===== src/rtl/rv32i_pkg.sv =====
// Shared definitions for the instruction-memory loader: state encoding,
// word geometry and the default load address.
package rv32i_pkg;

  localparam int unsigned BYTES_PER_WORD = 4;
  localparam int unsigned WORD_BITS      = 8 * BYTES_PER_WORD;

  localparam logic [31:0] DEFAULT_BASE_ADDR = 32'h0000_0000;

  // LdChk is only reachable when the checksum trailer is enabled.
  typedef enum logic [2:0] {
    LdLen,
    LdData,
    LdChk,
    LdDone,
    LdErr
  } ld_state_e;

endpackage


===== src/rtl/ld_word_asm.sv =====
// Little-endian byte-to-word assembler. The first byte lands in the least
// significant position. Shared by the length field and the data words.
module ld_word_asm
  import rv32i_pkg::*;
(
  input  logic                 clk,
  input  logic                 rst,
  input  logic                 clr,
  input  logic                 byte_en,
  input  logic [7:0]           byte_in,
  output logic                 word_valid,
  output logic [WORD_BITS-1:0] word
);

  logic [1:0]           cnt_q, cnt_d;
  logic [WORD_BITS-1:0] shift_q, shift_d;

  // Shift new bytes in from the top; after four bytes the first byte sits at [7:0].
  always_comb begin
    cnt_d      = cnt_q;
    shift_d    = shift_q;
    word_valid = 1'b0;
    if (clr) begin
      cnt_d   = 2'd0;
      shift_d = '0;
    end else if (byte_en) begin
      shift_d    = {byte_in, shift_q[WORD_BITS-1:8]};
      cnt_d      = cnt_q + 2'd1;
      word_valid = (cnt_q == 2'd3);
    end
  end

  // Word is presented in the same cycle as its last byte.
  assign word = shift_d;

  // Byte counter and shift register.
  always_ff @(posedge clk or posedge rst) begin
    if (rst) begin
      cnt_q   <= 2'd0;
      shift_q <= '0;
    end else begin
      cnt_q   <= cnt_d;
      shift_q <= shift_d;
    end
  end

endmodule


===== src/rtl/imem_loader.sv =====
// Boot-time instruction-memory loader. Reads a little-endian word count N
// followed by N words from a byte stream, writes them to inst_mem and holds
// the core in reset until the image is complete.
// Optional build macro CHECKSUM_EN: a trailing XOR checksum byte is checked.
module imem_loader
  import rv32i_pkg::*;
#(
  parameter int unsigned      WIDTH     = 32,
  parameter int unsigned      DEPTH     = 256,
  parameter logic [WIDTH-1:0] BASE_ADDR = WIDTH'(DEFAULT_BASE_ADDR)
) (
  input  logic             clk,
  input  logic             rst,
  input  logic             start,
  input  logic [7:0]       in_data,
  input  logic             in_valid,
  output logic             in_ready,
  output logic             wr_en,
  output logic [WIDTH-1:0] wr_addr,
  output logic [WIDTH-1:0] wr_data,
  output logic             cpu_hold,
  output logic             done,
  output logic             error
);

  ld_state_e        state_q, state_d;
  logic [WIDTH-1:0] n_q, n_d;
  logic [WIDTH-1:0] idx_q, idx_d;
  logic             wr_en_q, wr_en_d;
  logic [WIDTH-1:0] wr_addr_q, wr_addr_d;
  logic [WIDTH-1:0] wr_data_q, wr_data_d;
  logic             done_q, done_d;
  logic             ready_q, ready_d;
  logic             hold_q, hold_d;
  logic             err_q, err_d;
`ifdef CHECKSUM_EN
  logic [7:0]       csum_q, csum_d;
`endif

  logic                 accept;
  logic                 asm_en;
  logic                 asm_clr;
  logic                 asm_valid;
  logic [WORD_BITS-1:0] asm_word;

  assign accept = in_valid && ready_q;
  assign asm_en = accept && ((state_q == LdLen) || (state_q == LdData));

  ld_word_asm u_word_asm (
    .clk        (clk),
    .rst        (rst),
    .clr        (asm_clr),
    .byte_en    (asm_en),
    .byte_in    (in_data),
    .word_valid (asm_valid),
    .word       (asm_word)
  );

  // Load sequencing: length field, data words, optional checksum, terminal states.
  always_comb begin
    state_d   = state_q;
    n_d       = n_q;
    idx_d     = idx_q;
    wr_en_d   = 1'b0;
    wr_addr_d = wr_addr_q;
    wr_data_d = wr_data_q;
    done_d    = 1'b0;
    asm_clr   = 1'b0;
`ifdef CHECKSUM_EN
    csum_d    = csum_q;
`endif
    case (state_q)
      LdLen: begin
        if (asm_valid) begin
          n_d = WIDTH'(asm_word);
          if (asm_word == '0) begin
            state_d = LdDone;
            done_d  = 1'b1;
          end else if (asm_word > WORD_BITS'(DEPTH)) begin
            state_d = LdErr;
          end else begin
            state_d = LdData;
            idx_d   = '0;
          end
        end
      end
      LdData: begin
`ifdef CHECKSUM_EN
        if (accept) csum_d = csum_q ^ in_data;
`endif
        if (asm_valid) begin
          wr_en_d   = 1'b1;
          wr_addr_d = BASE_ADDR + idx_q * WIDTH'(BYTES_PER_WORD);
          wr_data_d = WIDTH'(asm_word);
          idx_d     = idx_q + 1'b1;
          if (idx_q == n_q - 1'b1) begin
`ifdef CHECKSUM_EN
            state_d = LdChk;
`else
            state_d = LdDone;
            done_d  = 1'b1;
`endif
          end
        end
      end
`ifdef CHECKSUM_EN
      LdChk: begin
        if (accept) begin
          if (in_data == csum_q) begin
            state_d = LdDone;
            done_d  = 1'b1;
          end else begin
            state_d = LdErr;
          end
        end
      end
`endif
      LdDone, LdErr: begin
        if (start) begin
          state_d = LdLen;
          n_d     = '0;
          idx_d   = '0;
          asm_clr = 1'b1;
`ifdef CHECKSUM_EN
          csum_d  = 8'h00;
`endif
        end
      end
      default: state_d = LdLen;
    endcase
  end

  // Status outputs are registered from the next state so they track it exactly.
  always_comb begin
    ready_d = (state_d == LdLen) || (state_d == LdData) || (state_d == LdChk);
    hold_d  = (state_d != LdDone);
    err_d   = (state_d == LdErr);
  end

  // State and output registers; reset aborts any load in progress.
  always_ff @(posedge clk or posedge rst) begin
    if (rst) begin
      state_q   <= LdLen;
      n_q       <= '0;
      idx_q     <= '0;
      wr_en_q   <= 1'b0;
      wr_addr_q <= BASE_ADDR;
      wr_data_q <= '0;
      done_q    <= 1'b0;
      ready_q   <= 1'b0;
      hold_q    <= 1'b1;
      err_q     <= 1'b0;
`ifdef CHECKSUM_EN
      csum_q    <= 8'h00;
`endif
    end else begin
      state_q   <= state_d;
      n_q       <= n_d;
      idx_q     <= idx_d;
      wr_en_q   <= wr_en_d;
      wr_addr_q <= wr_addr_d;
      wr_data_q <= wr_data_d;
      done_q    <= done_d;
      ready_q   <= ready_d;
      hold_q    <= hold_d;
      err_q     <= err_d;
`ifdef CHECKSUM_EN
      csum_q    <= csum_d;
`endif
    end
  end

  assign in_ready = ready_q;
  assign wr_en    = wr_en_q;
  assign wr_addr  = wr_addr_q;
  assign wr_data  = wr_data_q;
  assign cpu_hold = hold_q;
  assign done     = done_q;
  assign error    = err_q;

endmodule


===== config.mk =====
export PLATFORM = sky130hd
export DESIGN_NAME = imem_loader
export DESIGN_NICKNAME = d
export VERILOG_FILES = /design/src/rtl/rv32i_pkg.sv /design/src/rtl/ld_word_asm.sv /design/src/rtl/imem_loader.sv
export SDC_FILE = /design/constraint.sdc
export NUM_CORES = 1
export LEC_CHECK = 0
export CELL_PAD_IN_SITES_DETAIL_PLACEMENT = 1
export CELL_PAD_IN_SITES_GLOBAL_PLACEMENT = 2
export CORE_AREA = 8 8 164 166
export DETAILED_ROUTE_END_ITERATION = 8
export DIE_AREA = 0 0 172 174
export HOLD_SLACK_MARGIN = 0.15
export PLACE_DENSITY_LB_ADDON = 0.1
export SLEW_MARGIN = 40
export SYNTH_ARGS = -nofsm -noshare
export SYNTH_HDL_FRONTEND = slang
export SYNTH_SLANG_ARGS = --single-unit
export TNS_END_PERCENT = 1

===== constraint.sdc =====
create_clock -name clk -period 5.8 [get_ports clk]
set_input_delay 0.87 -clock clk [delete_from_list [all_inputs] [get_ports clk]]
set_output_delay 0.87 -clock clk [all_outputs]
set_load 0.05 [all_outputs]

==> metrics.txt <==
Syn. warnings=0; input/output buffers=78; cts repair resizes=0; chip width=172 um; power per cell area=504 nW/um2; core area=24500 um2; CP Data Required Time=6.17 ns; total grt overflow=0; 1st-iter DRT viols=410; first-pass GRT wire length=44000 um; final critical-path required period=3.55 ns; Compound-Gate Fraction of Synth Area=11.1%; WL per Instance=19.3 um; final core occ=41.2%; critical-path cell list=or4_4 > or3_1 > or4_1 > or4b_1 > a211oi_2 > nand4_2 > a2111oi_4 > or3_1; # rows=58; worst-path fanout max=9; Die H=174 um; FMAX=0.282 GHz; Clock Tree Buf Depth=2; Final nets=1069; synthesized cell area=8370 um2; delay of the slowest critical-path stage=0.57 ns; antenna violations before repair=0; share of the synthesized area in the top cell type=49.9%; setup violators final=0; largest family of logic cells by synthesized area=simple AND/OR/NAND/NOR gates; worst skew pair latency=0.44 ns; register share of total power=35.0%; CTS clk-pin slew, worst paths=0.07 ns; proportion of synthesized area in mux cells=0.120%; WS Path Type=flip-flop to flip-flop; Syn Inst Count=1008; Post-synth EDFFs=0; Synth cell types=63; DP HPWL=19500 um; GR Layer Usage met3=3.20%; M1 GR Usage=24.8%; part of the power in the clock network=23.3%; Synth Register Bits=168; clock skew=0.0140 ns; Arr. time, crit path=3.92 ns; CTS tree=built; fin. max-slew vios=0; antenna cells=0; leading area contributor after synthesis=dfrtp_1; hold crit path type=flip-flop to flip-flop; Worst Max-Slew Pin Slew=0.829 ns; H-tree levels=4; most common cell in the synthesized netlist=nand2_1; Slew headroom=44.6%; Psw=2.33 mW; Worst setup SP type=flip-flop; critical path capture point type=flip-flop; async set-reset flop share out of synthesis=100%; Comb power frac=41.7%; Synth Area in Simple Gates=30.0%; Residual DRC=0; Routed WL=27000 um; Via Count=7284; WHS=0.472 ns; Routed Antenna Nets=0; routability cong.=0.906; most frequent cells after synthesis=346 x nand2_1, 167 x dfrtp_1, 60 x a21oi_1; dominant cells by area after synthesis=dfrtp_1 50%, nand2_1 16%, a21oi_1 3.6%; initial core utilization=34.1%; Die Area=29900 um2; RSZ-0062 raised after global routing=false; CP most frequent cell=or3_1; Leak=4.64 nW; grt peak-use layer=met2; Max Cap Viol=0; vias in the first global route=7630; P_int=2.76 mW; TNS Setup=0 ns; # IOs=81; CP max stage cell=or4_4; xor/xnor share of the synthesized area=4.60%; Pre-antenna DRT Iters=4; register area share after synthesis=50.2%; share of layout cells above drive strength 1=5.90%; Synth Area per Inst=8.30 um2; GRT Resource Usage Total=18.8%; Hold Violations, Final=0; Post-Synth Adder-Cell Area=0.448%; Num CTS Buffers=17; # Post-CTS Setup Buffers=0; Layout area overhead=20.6%; Vias per Instance=5.21; period utilisation layout=61.2%; Clock Sinks=168; Worst IR Drop VDD=211 uV; Power Total=5.09 mW; Post-CTS Hold Fix Bufs=0; GRT met2 Usage=30.9%; Sw Ratio=45.7%; predominant post-synthesis flop cell=dfrtp_1; outcome=complete, no violations; largest net degree at the start of global routing=118; CTS Root Buffer Type=clkbuf_16
## per-stage QoR
stage	worst slack (ns)	instance area [um2]	instances
after floorplan	0.385	8370	1009
after global placement	1.91	9480	1365
after detailed placement	1.79	9490	1365
after CTS	2.20	10100	1397
after global routing	2.01	10100	1397
final	2.25	10100	1397
## final timing paths
check                                        start                 endpoint  slack (ns)  cells after the start
max                             n_q[2]$_DFFE_PP0P_     state_q[1]$_DFF_PP0_        2.25                      8
min                        wr_addr[15]$_DFFE_PP0P_  wr_addr[15]$_DFFE_PP0P_        0.47                      2
max reg2reg                     n_q[2]$_DFFE_PP0P_     state_q[1]$_DFF_PP0_        2.25                      8
min reg2reg                wr_addr[15]$_DFFE_PP0P_  wr_addr[15]$_DFFE_PP0P_        0.47                      2
max in group asynchronous                      rst   wr_data[3]$_DFFE_PP0P_        3.91                      3
min in group asynchronous                      rst   wr_addr[4]$_DFFE_PP0P_        0.85                      2
## critical path: cells and delay by family (launching register included)
kind	cells	cell delay (ns)
AND/OR/NAND/NOR	6	2.30
AO/OA/AOI/OAI	2	0.70
flip-flops	1	0.48
## cells by family (layout without fill, tap and decap cells)
kind of cell               after synthesis  in the layout
AOI/OAI and AO/OA                      154            154
xor gates and xnor gates                44             44
adders and majority gates                3              3
muxes                                    1              1
and+or+nand+nor                        562            562
buffers and inverters                   75            133
DFF                                    168            168
other                                    1              2
## layer usage
| metal | share of wire (%) | wire, um | up-vias |
|---|---|---|---|
| met2 | 49 | 13200 | 101 |
| li1 | - | - | 3515 |
| met4 | 2.2 | 601 | 0 |
| met5 | 0 | 0 | - |
| met3 | 2.6 | 710 | 27 |
| met1 | 46 | 12500 | 3641 |
## sequential cells by signal, indices dropped and copies added, names as in the netlist
name                count
wr_data                32
u_word_asm.cnt_q        2
wr_addr                30
n_q                    32
error                   1
u_word_asm.shift_q     32
wr_en                   1
state_q                 3
idx_q                  32
cpu_hold                1
in_ready                1
done                    1
## cells in the final DEF (no fill, tap or decap), types with 8 or more instances in the layout
| master | instances |
|---|---|
| a21oi_1 | 60 |
| nand2_1 | 346 |
| and3_1 | 9 |
| clkdlybuf4s50_1 | 78 |
| xnor2_1 | 21 |
| nor2_1 | 34 |
| o21ai_0 | 48 |
| nand3_1 | 55 |
| dfrtp_1 | 167 |
| or4_1 | 9 |
| buf_4 | 12 |
| clkbuf_16 | 17 |
| a31oi_1 | 8 |
| xor2_1 | 23 |
| nor4_1 | 24 |
| nor3_1 | 36 |
## final cells by class
cell class,count,area [um2]
inverters,9,38.8
multi-input cells,766,3920
fillers,2951,14400
clock buffers,17,425
repair buffers,92,911
well taps,330,413
flip-flops and latches,168,4210
clock inverters,15,179
## power by group through the flow
stage	Clock (mW)	Combinational (mW)	Sequential (mW)
final	1.19	2.12	1.78
after global routing	1.26	2.34	1.82
after CTS	1.22	2.15	1.78
after detailed placement	0	2.14	1.80
after global placement	0	2.12	1.80
after floorplan	0	1.31	1.88
(Power assumes the default switching activity.)
